==> src/rtl/display_scan_ctrl.sv <==
// Time-multiplexed scan controller for an N-digit 7-segment display.
// A per-frame snapshot keeps every frame tear-free; each digit slot starts
// with a blanking gap, and digit enables, leading-zero suppression and
// decimal points are all applied to the snapshot values.
module display_scan_ctrl #(
    parameter int unsigned NDIGITS   = 8,
    parameter int unsigned DW        = 4,
    parameter int unsigned TICK_DIV  = 100000,
    parameter int unsigned BLANK_CYC = 1000,
    parameter int unsigned ACT_LOW   = 1
) (
    input  logic                  clk,
    input  logic                  reset,
    input  logic [NDIGITS*DW-1:0] digits,
    input  logic [NDIGITS-1:0]    dp_in,
    input  logic [NDIGITS-1:0]    digit_en,
    input  logic                  lzs,
    output logic [NDIGITS-1:0]    anode,
    output logic [DW-1:0]         nibble,
    output logic                  dp,
    output logic                  frame_start
);

    localparam int unsigned IW = $clog2(NDIGITS);
    localparam int unsigned CW = $clog2(TICK_DIV);
    localparam int unsigned BW = (BLANK_CYC > 0) ? $clog2(BLANK_CYC + 1) : 1;

    // Inactive levels; XOR with these converts active-high to board polarity.
    localparam logic [NDIGITS-1:0] AN_OFF = (ACT_LOW != 0) ? '1 : '0;
    localparam logic               DP_OFF = (ACT_LOW != 0);

    logic [CW-1:0]         div_q, div_d;
    logic [IW-1:0]         idx_q, idx_d;
    logic [BW-1:0]         blank_q, blank_d;
    logic [NDIGITS*DW-1:0] snap_dig_q, snap_dig_d;
    logic [NDIGITS-1:0]    snap_dp_q, snap_dp_d;
    logic [NDIGITS-1:0]    snap_en_q, snap_en_d;
    logic                  snap_lzs_q, snap_lzs_d;
    logic                  first_q;
    logic [NDIGITS-1:0]    anode_q, anode_d;
    logic [DW-1:0]         nibble_q, nibble_d;
    logic                  dp_q, dp_d;
    logic                  fs_q, fs_d;

    logic                  tick;
    logic                  wrap;
    logic                  lit;
    logic [IW-1:0]         msd;
    logic [NDIGITS-1:0]    vis;
    logic [NDIGITS-1:0]    act;

    // Slot divider, digit index, blanking countdown and frame snapshot.
    always_comb begin
        tick       = (div_q == CW'(TICK_DIV - 1));
        wrap       = tick && (idx_q == IW'(NDIGITS - 1));
        div_d      = tick ? '0 : div_q + 1'b1;
        idx_d      = idx_q;
        blank_d    = blank_q;
        snap_dig_d = snap_dig_q;
        snap_dp_d  = snap_dp_q;
        snap_en_d  = snap_en_q;
        snap_lzs_d = snap_lzs_q;
        fs_d       = wrap;
        if (tick) begin
            idx_d   = wrap ? '0 : idx_q + 1'b1;
            blank_d = BW'(BLANK_CYC);
        end else if (blank_q != '0) begin
            blank_d = blank_q - 1'b1;
        end
        // Inputs are only sampled here, so mid-frame changes wait for the next frame.
        if (first_q || wrap) begin
            snap_dig_d = digits;
            snap_dp_d  = dp_in;
            snap_en_d  = digit_en;
            snap_lzs_d = lzs;
        end
    end

    // Visibility: enable mask combined with leading-zero suppression.
    always_comb begin
        msd = '0;
        for (int i = 0; i < NDIGITS; i++) begin
            if (snap_dig_q[i*DW +: DW] != '0) msd = IW'(i);
        end
        vis = '0;
        for (int i = 0; i < NDIGITS; i++) begin
            vis[i] = snap_en_q[i] & ~(snap_lzs_q & (IW'(i) > msd));
        end
    end

    // Output drive for the current slot, one cycle behind idx/blank.
    always_comb begin
        lit        = (blank_q == '0) && vis[idx_q];
        act        = '0;
        act[idx_q] = lit;
        anode_d    = act ^ AN_OFF;
        dp_d       = (lit && snap_dp_q[idx_q]) ? ~DP_OFF : DP_OFF;
        nibble_d   = snap_dig_q[idx_q*DW +: DW];
    end

    // State and output registers with synchronous reset.
    always_ff @(posedge clk) begin
        if (reset) begin
            div_q      <= '0;
            idx_q      <= '0;
            blank_q    <= BW'(BLANK_CYC);
            snap_dig_q <= '0;
            snap_dp_q  <= '0;
            snap_en_q  <= '0;
            snap_lzs_q <= 1'b0;
            first_q    <= 1'b1;
            anode_q    <= AN_OFF;
            nibble_q   <= '0;
            dp_q       <= DP_OFF;
            fs_q       <= 1'b0;
        end else begin
            div_q      <= div_d;
            idx_q      <= idx_d;
            blank_q    <= blank_d;
            snap_dig_q <= snap_dig_d;
            snap_dp_q  <= snap_dp_d;
            snap_en_q  <= snap_en_d;
            snap_lzs_q <= snap_lzs_d;
            first_q    <= 1'b0;
            anode_q    <= anode_d;
            nibble_q   <= nibble_d;
            dp_q       <= dp_d;
            fs_q       <= fs_d;
        end
    end

    assign anode       = anode_q;
    assign nibble      = nibble_q;
    assign dp          = dp_q;
    assign frame_start = fs_q;

endmodule

==> config.mk <==
export PLATFORM = sky130hd
export DESIGN_NAME = display_scan_ctrl
export DESIGN_NICKNAME = d
export VERILOG_FILES = /design/src/rtl/display_scan_ctrl.sv
export SDC_FILE = /design/constraint.sdc
export NUM_CORES = 1
export LEC_CHECK = 0
export CAP_MARGIN = 10
export CORE_MARGIN = 2
export CORE_UTILIZATION = 45
export DETAILED_ROUTE_END_ITERATION = 7
export PLACE_DENSITY = 0.69
export SLEW_MARGIN = 20
export SYNTH_ARGS = -nofsm -noshare
export SYNTH_HDL_FRONTEND = slang
export SYNTH_SLANG_ARGS = --single-unit
export TNS_END_PERCENT = 30
==> constraint.sdc <==
create_clock -name clk -period 3.6 [get_ports clk]
set_clock_uncertainty 0.15 [all_clocks]
set_input_delay 0.72 -clock clk [delete_from_list [all_inputs] [get_ports clk]]
set_output_delay 0.72 -clock clk [all_outputs]
set_load 0.02 [all_outputs]
==> results by group, run 1 <==
Finish
  • Multi-input logic area: 0.00203 mm2
  • Area Growth Syn to Fin: 23.0%
  • Fraction of layout cells with a size suffix above 1: 8.97%
  • Final nets: 518
  • Storage element area: ~0.0019 mm2
  • Number of fill cells: 776
  • Antenna Cells: 0

Synth
  • Flops & latches, synth: 94
  • Number of synthesized flops with an enable pin: 0
  • FFs w/ async S/R, synth: 0%
  • Mapped Nets: 460
  • Distinct cells, synth: 47
  • Sequential area share after synthesis: 47.0%
  • Main synth FF type: dfxtp_1
  • Yosys top cell by area: dfxtp_1
  • Post-Syn Area: 0.00400 mm2
  • Syn Inst Count: 405
  • Synth warn: 0
  • Ranking of synthesized cells by area: dfxtp_1 (47%), mux2i_1 (15%), nor2_1 (8.6%)
  • Synth top area share: 47.0%
  • Avg Inst Size Synth: 9.88 um2

Timing
  • Hold Worst Slack: between 0.3 and 0.4 ns
  • Final worst-path setup slack: ~0.90 ns
  • Final Hold Viols: 0
  • FMAX: 370 MHz
  • Slew Limit Fails: 0
  • Final setup vio count: 0
  • Unrepaired setup endpoints after global routing: false
  • Final period utilization: between 70% and 80%
  • Tmin final: 2.70 ns
  • Worst rel slew slack: 45.9%
  • Worst Max-Slew Pin Slew: approximately 0.8 ns
  • Setup TNS: 0 ns

Detailed routing
  • Final wirelength: 8530 um
  • Post-route ant nets: 0
  • DR WL/cell: 14.8 um
  • Iter 0 DRT Violations: 146
  • DRC: 0
  • Via-per-instance ratio: 5.21
  • Initial DRT Pass Iterations: 4
  • Via count: 2,999

Min path
  • Hold Path Class: register to register

Worst setup path
  • Setup CP Type: register to register
  • CP Data Required Time: ~3.7 ns
  • Crit. End Element: register
  • Max Fanout on Critical Path: 6
  • Critical Path Source Type: register
  • Worst Path Arrival: 2.78 ns
  • FF-to-FF setup slack: ~0.9 ns

Clocking
  • Sink Count: 94
  • # Post-CTS Setup Buffers: 0
  • Post-CTS Hold Buffers: 0
  • Worst-Skew Late Latency: 0.35 ns
  • CTS Root Cell: clkbuf_8
  • TritonCTS clock tree: built
  • CTS clk-pin slew, worst paths: around 0.080 ns
  • Post-CTS sizing: 0
  • Num CTS Buffers: 9
  • CTS HTree Levels: 3
  • Clk buf depth: 2

Power and ir drop
  • PwrDens: around 400 mW/mm2
  • Leakage power: 1.87 nW
  • Max VDD drop: 0.209 mV

Global route
  • Number of global-route vias before repair: a little under 3,000
  • All-layer global routing usage: 18.2%
  • Remaining global-route overflow: 0
  • Initial antenna violation count: 0
  • Largest net degree at the start of global routing: 50
  • First-pass GRT wire length: 14,200 um

Place
  • Placement Setup Slack: slightly above 0.9 ns
  • PortBufs: 64
  • Post-DP HPWL: roughly 6000 um
  • GPL Wtd Cong: 0.824

Die
  • Die area: 0.00966 mm2
  • Initial Util: 46.1%
  • Die Span X: about 100 um
  • Core ar.: 0.00868 mm2
  • Number of I/O pins: between 60 and 70
  • Rows: 34
  • Die height: 98.3 um

Job
  • Maxcap violations: 0

Outcome
  • Status: finished clean
==> cell usage after synthesis, drive strengths merged, types with 3 or more instances <==
cell and instances:
xor2 5, and2 3, buf 6, and3 4, or3 3, xnor2 15, mux2i 59, nor3b 3
nor4 11, nor2b 4, nor2 92, nor3 3, dfxtp 94, or4 7, nand3 17, clkbuf 15
nand4 3, inv 6, mux4 9, o21ai 6, ha 4, nand2 14
==> worst max-delay path, stage by stage (launching register included) <==
cell and delay [ns]:
dfxtp_1 0.33, inv_1 0.09, ha_1 0.20, or3b_2 0.52, or4_1 0.56, or3_1 0.40
a221oi_2 0.20, o221ai_2 0.12
==> registers in the layout, summed over array words and instances, names as in the netlist, 3 cells and up <==
name        count
div_q          17
snap_dp_q       8
nibble          4
idx_q           3
anode           8
snap_en_q       8
snap_dig_q     32
blank_q        10
==> through the flow <==
stage          power, mW  std cells  instance area (um2)  utilization (%)
5_1_grt             2.04        576                 4920             56.7
3_3_place_gp        1.35        560                 4750             54.7
3_5_place_dp        1.36        560                 4750             54.7
6_report            1.96        576                 4920             56.7
2_1_floorplan       1.26        405                 4000                -
4_1_cts             1.98        576                 4920             56.7
==> final timing paths <==
kind,from,end,depth (start not counted)
worst min register to register,div_q[0]$_SDFF_PP0_,div_q[0]$_SDFF_PP0_,1
worst min-delay path,div_q[0]$_SDFF_PP0_,div_q[0]$_SDFF_PP0_,1
worst max register to register,blank_q[0]$_SDFFE_PP0P_,dp$_SDFF_PP1_,7
worst max-delay path,blank_q[0]$_SDFFE_PP0P_,dp$_SDFF_PP1_,7
==> area by class of cell <==
class                      instances  share of cell area, %
multi-input combinational        284                   41.2
sequential                        94                   38.2
timing repair buffer              68                   13.8
clock buffer                      10                   2.80
tap                              108                   2.75
clock inverter                     6                  0.763
inverter                           6                  0.458
==> power by group <==
group	switching (mW)	internal, mW
clock network	0.357	0.266
registers	0.0359	1.09
logic	0.0949	0.120
total	0.487	1.47
==> layer usage <==
| metal | global-route usage (%) | routed length (um) |
|---|---|---|
| met5 | 0 | 0 |
| met4 | 6.01 | 100 |
| met3 | 3.65 | 409 |
| met2 | 28.4 | 3810 |
| met1 | 25.3 | 4210 |
==> kinds of logic (layout without fill, tap and decap cells) <==
group           count (synthesis)  in the layout  synth area share, %
flops                          94             94                 47.0
mux                            69             69                 20.1
xor+xnor                       20             20                 4.38
buf+inv                        27             90                 2.63
fa+ha+maj                       4              4                 1.25
compound gates                 20             20                 4.07
simple gates                  171            171                 20.5
==> cell usage in the layout (no fill, tap or decap), drive strengths merged, types with 5 or more instances in the layout <==
| master | netlist | routed |
|---|---|---|
| buf | 6 | 5 |
| clkbuf | 15 | 10 |
| clkdlybuf4s50 | 0 | 63 |
| dfxtp | 94 | 94 |
| inv | 6 | 6 |
| mux2i | 59 | 59 |
| mux4 | 9 | 9 |
| nand2 | 14 | 14 |
| nand3 | 17 | 17 |
| nor2 | 92 | 92 |
| nor4 | 11 | 11 |
| o21ai | 6 | 6 |
| or4 | 7 | 7 |
| xnor2 | 15 | 15 |
| xor2 | 5 | 5 |
Note: power is estimated with default switching activity, not from simulation.
==> run 2: changes to the inputs <==
--- a/config.mk
+++ b/config.mk
@@ -9,7 +9,7 @@
 export CORE_MARGIN = 2
 export CORE_UTILIZATION = 45
 export DETAILED_ROUTE_END_ITERATION = 7
-export PLACE_DENSITY = 0.69
+export PLACE_DENSITY = 0.72
 export SLEW_MARGIN = 20
 export SYNTH_ARGS = -nofsm -noshare
 export SYNTH_HDL_FRONTEND = slang
==> constraint.sdc (replaced) <==
create_clock -name clk -period 2.21 [get_ports clk]
set_clock_uncertainty 0.15 [all_clocks]
set_input_delay 0.442 -clock clk [delete_from_list [all_inputs] [get_ports clk]]
set_output_delay 0.442 -clock clk [all_outputs]
set_load 0.02 [all_outputs]
==> run 2 against run 1 <==
Against the previous run:
- the flow now finishes with violations (setup timing)
- non-clock buffer count rose by 31
- sequential power rose by 63%
- combinational power rose by 92%
- core utilization rose by 4.6 points
- first-iteration DRC count fell by 9.6%
- global-route usage rose by 2.1 points
- setup slack got worse by 0.99 ns
- clock-buffer cell count fell by 1
- highest routed layer unchanged
==> results by group, run 2 (synthesized netlist as in run 1, its figures left out) <==
Place
  • GPL Wtd Cong: 0.816
  • PortBufs: 64
  • Post-DP HPWL: 6860 um
  • Placement Setup Slack: -0.133 ns

Finish
  • Area Growth Syn to Fin: 32.9%
  • Most frequent cells in the layout: nor2_1 (91), dfxtp_1 (91), clkdlybuf4s50_1 (63)
  • Number of fill cells: between 700 and 800
  • Storage element area: ~0.0019 mm2
  • Largest Register: snap_dig_q
  • Multi-input logic area: 0.00209 mm2
  • Final nets: 549
  • Max reg flops: 32
  • Fraction of layout cells with a size suffix above 1: 17.0%
  • Util after Layout: ~61%
  • Antenna Cells: 0
  • Largest registers: snap_dig_q x32, div_q x17, blank_q x10

Clocking
  • CTS HTree Levels: 3
  • CTS clk-pin slew, worst paths: 0.09 ns
  • TritonCTS clock tree: built
  • Clk buf depth: 2
  • Worst-Skew Late Latency: 0.37 ns
  • Num CTS Buffers: 9
  • CTS Root Cell: clkbuf_8
  • Sink Count: 94

Timing
  • Worst Max-Slew Pin Slew: slightly below 0.5 ns
  • Final setup vio count: 9
  • Final period utilization: 104%
  • Slew Limit Fails: 0
  • Final Hold Viols: 0
  • Setup TNS: -0.478 ns
  • Tmin final: 2.30 ns
  • Unrepaired setup endpoints after global routing: true
  • Worst rel slew slack: 67.5%
  • FMAX: roughly 440 MHz
  • Final worst-path setup slack: -0.0879 ns
  • Hold Worst Slack: 0.301 ns

Min path
  • Hold Crit Depth: 1
  • Hold Path Class: register to register

Global route
  • Largest net degree at the start of global routing: 44
  • Initial antenna violation count: 0
  • First-pass GRT wire length: between 15,000 and 20,000 um
  • Number of global-route vias before repair: 3,255
  • Remaining global-route overflow: 0
  • All-layer global routing usage: 20.2%

Detailed routing
  • Post-route ant nets: 0
  • Iter 0 DRT Violations: 132
  • Final wirelength: 9320 um
  • DR WL/cell: 15.3 um
  • DRC: 0
  • Via-per-instance ratio: 5.25
  • Initial DRT Pass Iterations: 5
  • Via count: 3,187

Die
  • Die Span X: 98.3 um
  • Number of I/O pins: between 60 and 70
  • Core ar.: 0.00868 mm2
  • Rows: 34
  • Die height: 98.3 um
  • Initial Util: 46.1%
  • Die area: 0.00966 mm2

Outcome
  • Failing checks: setup timing
  • Status: complete, but fails checks

Power and ir drop
  • PwrDens: ~680 mW/mm2
  • Max VDD drop: roughly 0.31 mV
  • Leakage power: 2.08 nW

Worst setup path
  • Critical Path Source Type: register
  • Setup CP Type: register to register
  • FF-to-FF path depth: 5
  • Max Fanout on Critical Path: 3
  • Worst R2R End: dp$_SDFF_PP1_
  • Crit. Startpoint: blank_q[4]$_SDFFE_PP0P_
  • CP Data Required Time: 2.29 ns
  • FF-to-FF setup slack: -0.09 ns
  • Worst Path Arrival: approximately 2.4 ns
  • Crit. End Element: register
  • Worst setup endpoint: dp$_SDFF_PP1_
  • Reg-to-reg startpoint: blank_q[4]$_SDFFE_PP0P_

Job
  • Maxcap violations: 0
## run 2: worst min-delay path by stage
| stage | from | to | slack [ns] |
|---|---|---|---|
| 6_report | snap_en_q[0]$_SDFFE_PP0P_ | anode[0]$_SDFF_PP1_ | 0.30 |
| 5_1_grt | snap_en_q[0]$_SDFFE_PP0P_ | anode[0]$_SDFF_PP1_ | 0.33 |
| 4_1_cts | snap_en_q[0]$_SDFFE_PP0P_ | anode[0]$_SDFF_PP1_ | 0.30 |
| 3_5_place_dp | snap_en_q[0]$_SDFFE_PP0P_ | anode[0]$_SDFF_PP1_ | 0.28 |
| 3_3_place_gp | snap_en_q[0]$_SDFFE_PP0P_ | anode[0]$_SDFF_PP1_ | 0.28 |
| 2_1_floorplan | snap_en_q[0]$_SDFFE_PP0P_ | anode[0]$_SDFF_PP1_ | 0.26 |
## run 2: critical path, cell delays in order, from the launching register on
cell	delay (ns)
dfxtp_2	0.33
or4_4	0.53
or4_4	0.51
or3_4	0.34
a221oi_2	0.19
o221ai_2	0.11
## run 2: area by class of cell
cell class | instances | share of cell area (%)
flip-flops and latches | 94 | 35.5
multi-input cells | 284 | 39.4
clock inverters | 7 | 2.26
repair buffers | 99 | 17.6
well taps | 108 | 2.54
clock buffers | 9 | 2.33
inverters | 6 | 0.424
## run 2: timing repair
item / in CTS / in global routing
gates resized for setup: 2 / 7
hold buffers: 0 / 0
setup endpoints to repair: 9 / 28
buffers inserted: 0 / 0
pin swaps: 0 / 1
cloned: 0 / 0
## run 2: layer usage
metal / track usage (%) / share of wire (%) / vias up
met5: 0 / 0 / -
met4: 8.64 / 1.9 / 0
met3: 3.29 / 4.6 / 13
met2: 32.5 / 47 / 80
met1: 27.1 / 46 / 1497
li1: - / - / 1597
## run 2: per-stage QoR
step / instance area, um2 / std cells / total power, mW
after floorplan: 4030 / 405 / 2.06
after global placement: 5020 / 591 / 2.26
after detailed placement: 5020 / 591 / 2.27
after CTS: 5280 / 607 / 3.64
after global routing: 5320 / 607 / 3.75
final: 5320 / 607 / 3.61
## run 2: power breakdown
| part | total (mW) | switching (mW) | internal (mW) |
|---|---|---|---|
| logic | 0.412 | 0.174 | 0.238 |
| clock network | 1.37 | 0.615 | 0.759 |
| registers | 1.83 | 0.0573 | 1.77 |
| total | 3.61 | 0.847 | 2.77 |
==> run 3: changes to the inputs <==
--- a/config.mk
+++ b/config.mk
@@ -6,10 +6,10 @@
 export NUM_CORES = 1
 export LEC_CHECK = 0
 export CAP_MARGIN = 10
-export CORE_MARGIN = 2
-export CORE_UTILIZATION = 45
+export CORE_UTILIZATION = 48
 export DETAILED_ROUTE_END_ITERATION = 7
-export PLACE_DENSITY = 0.72
+export GPL_TIMING_DRIVEN = 0
+export PLACE_DENSITY = 0.76
 export SLEW_MARGIN = 20
 export SYNTH_ARGS = -nofsm -noshare
 export SYNTH_HDL_FRONTEND = slang
==> run 3 against run 2 <==
Against the previous run:
- the run still ends with setup timing left
- maximum frequency fell by 2.3%
- total power rose by 0.13%
- register-to-register slack worse by 0.06 ns
- combinational power shrank 4%
- clock power is essentially flat
- non-clock buffer count decreased by 7
- die area down 9.9%
- core utilization increased by 5.1 points
- cell area fell by 1.5%
- routed wire length up 1.7%
- setup slack worse by 0.055 ns
- cell count down 2.3%
- critical endpoint unchanged
- largest cell class unchanged
- largest power group unchanged
==> results by group, run 3 (synthesized netlist as in run 1, its figures left out) <==
Timing
  • Hold Worst Slack: 0.287 ns
  • Final Hold Viols: 0
  • FMAX: 425 MHz
  • Unrepaired setup endpoints after global routing: true
  • Slew Limit Fails: 0
  • Worst rel slew slack: 52.2%
  • Final period utilization: 106%
  • Worst Max-Slew Pin Slew: 0.711 ns
  • Tmin final: 2.35 ns
  • Final setup vio count: 9
  • Final worst-path setup slack: -0.143 ns

Worst setup path
  • Worst R2R End: dp$_SDFF_PP1_
  • Max Fanout on Critical Path: 4
  • Setup CP Type: register to register
  • Crit. End Element: register
  • Reg-to-reg startpoint: blank_q[4]$_SDFFE_PP0P_
  • Most common cell on crit path: or4_4
  • Worst Path Arrival: 2.45 ns
  • CP Data Required Time: 2.30 ns
  • FF-to-FF setup slack: -0.14 ns
  • FF-to-FF path depth: 5
  • Max incr delay on CP: ~0.55 ns
  • Critical Path Source Type: register
  • Critical path's slowest cell: or4_4
  • CP Cell Sequence: or4_4 -> or4_4 -> or3_4 -> a221oi_2 -> o221ai_2

Detailed routing
  • Post-route ant nets: 0
  • DRC: 0
  • Via count: 3,223
  • Via-per-instance ratio: ~5.4
  • DR WL/cell: 16.0 um
  • Initial DRT Pass Iterations: 4
  • Iter 0 DRT Violations: between 100 and 150
  • Final wirelength: roughly 9500 um

Clocking
  • CTS Root Cell: clkbuf_8
  • TritonCTS clock tree: built
  • Num CTS Buffers: 9
  • CTS clk-pin slew, worst paths: 0.09 ns
  • CTS HTree Levels: 3
  • Clk buf depth: 2
  • Post-CTS Hold Buffers: 0
  • Sink Count: between 90 and 100
  • Worst-Skew Late Latency: 0.37 ns

Min path
  • Hold Path Class: register to register
  • Hold Crit Endpoint: anode[0]$_SDFF_PP1_
  • Hold Startpoint: snap_en_q[0]$_SDFFE_PP0P_
  • Hold Crit Depth: 1

Power and ir drop
  • Register share of total power: around half
  • Sw Share: 23.4%
  • Switching power: 0.846 mW
  • Pint: 2.77 mW
  • Logic pwr share: a little over a tenth
  • Leakage power: 2.01 nW
  • PwrDens: 691 mW/mm2
  • Max VDD drop: 0.301 mV
  • Clock power share: 38.4%

Die
  • Rows: 32
  • Die height: around 93 um
  • Core ar.: 0.00789 mm2
  • Die Span X: 93.3 um
  • Number of I/O pins: 65
  • Initial Util: 50.7%
  • Die area: 0.00870 mm2

Place
  • Inst Count DP: 571
  • Placement Setup Slack: -0.516 ns
  • PortBufs: 64
  • GPL Wtd Cong: around 0.89
  • Post-DP HPWL: 6800 um

Finish
  • Non-Filler Instances: 593
  • Most frequent cells in the layout: nor2_1 (92), dfxtp_1 (90), clkdlybuf4s50_1 (64)
  • Fraction of layout cells with a size suffix above 1: 14.5%
  • Commonest non-fill, non-tap cell in the layout: nor2_1
  • Largest Register: snap_dig_q
  • Area Growth Syn to Fin: 30.9%
  • Largest registers: snap_dig_q x32, div_q x17, blank_q x10
  • Max reg flops: 32
  • Antenna Cells: 0
  • Final nets: 542

Global route
  • All-layer global routing usage: 22.8%
  • Largest net degree at the start of global routing: 16
  • Initial antenna violation count: 0
  • First-pass GRT wire length: 15,300 um
  • Remaining global-route overflow: 0
  • Number of global-route vias before repair: slightly above 3,000

Job
  • Maxcap violations: 0

Outcome
  • Failing checks: setup timing
  • Status: complete, but fails checks
-- run 3: worst max-delay path, delay by kind of cell, from the launching register on --
family | cells | cell delay [ns]
AOI/OAI and AO/OA | 2 | 0.30
DFF | 1 | 0.33
and+or+nand+nor | 3 | 1.44
-- run 3: repair_timing --
| item | CTS | global route |
|---|---|---|
| setup endpoints to repair | 80 | 66 |
| pin swaps | 2 | 10 |
| resized for setup | 21 | 17 |
| setup buffers | 5 | 5 |
| gates cloned | 0 | 0 |
-- run 3: worst max path at each step --
stage / end / from / depth (start not counted) / slack, ns
detailed placement: div_q[8]$_SDFF_PP0_ / reset / 6 / -0.52
global placement: div_q[5]$_SDFF_PP0_ / reset / 6 / -0.46
finish: dp$_SDFF_PP1_ / blank_q[4]$_SDFFE_PP0P_ / 5 / -0.14
global route: dp$_SDFF_PP1_ / blank_q[4]$_SDFFE_PP0P_ / 5 / -0.18
CTS: dp$_SDFF_PP1_ / blank_q[5]$_SDFFE_PP1P_ / 5 / -0.15
floorplan: dp$_SDFF_PP1_ / blank_q[1]$_SDFFE_PP0P_ / 9 / -0.28
-- run 3: stage by stage --
stage	area [um2]	TNS (ns)	utilization [%]	total power, mW
2_1_floorplan	4030	-1.60	-	2.06
3_5_place_dp	4790	-24.17	60.8	2.23
3_3_place_gp	4790	-23.01	60.8	2.22
4_1_cts	5130	-1.03	65.1	3.60
6_report	5240	-0.612	66.4	3.62
5_1_grt	5240	-1.14	66.4	3.74
-- run 3: per-layer routing --
layer	share of wire [%]	GRT usage, %	up-vias
li1	-	-	1584
met1	47	30.7	1539
met2	47	36.9	82
met3	3.8	3.09	18
met4	2.2	9.62	0
met5	0	0	-
-- run 3: final cells by class --
class | instances | area, um2
Fill cell | 622 | 2650
Multi-Input combinational cell | 284 | 2130
Timing Repair Buffer | 74 | 716
Tap cell | 102 | 128
Clock inverter | 5 | 108
Sequential cell | 94 | 1890
Buffer | 18 | 105
Inverter | 6 | 22.5
Clock buffer | 10 | 138
-- run 3: power by group through the flow --
stage	Clock, mW	Combinational (mW)	Sequential [mW]
finish	1.39	0.395	1.84
global route	1.46	0.429	1.84
CTS	1.39	0.383	1.83
detailed placement	0	0.358	1.87
global placement	0	0.349	1.87
floorplan	0	0.210	1.85
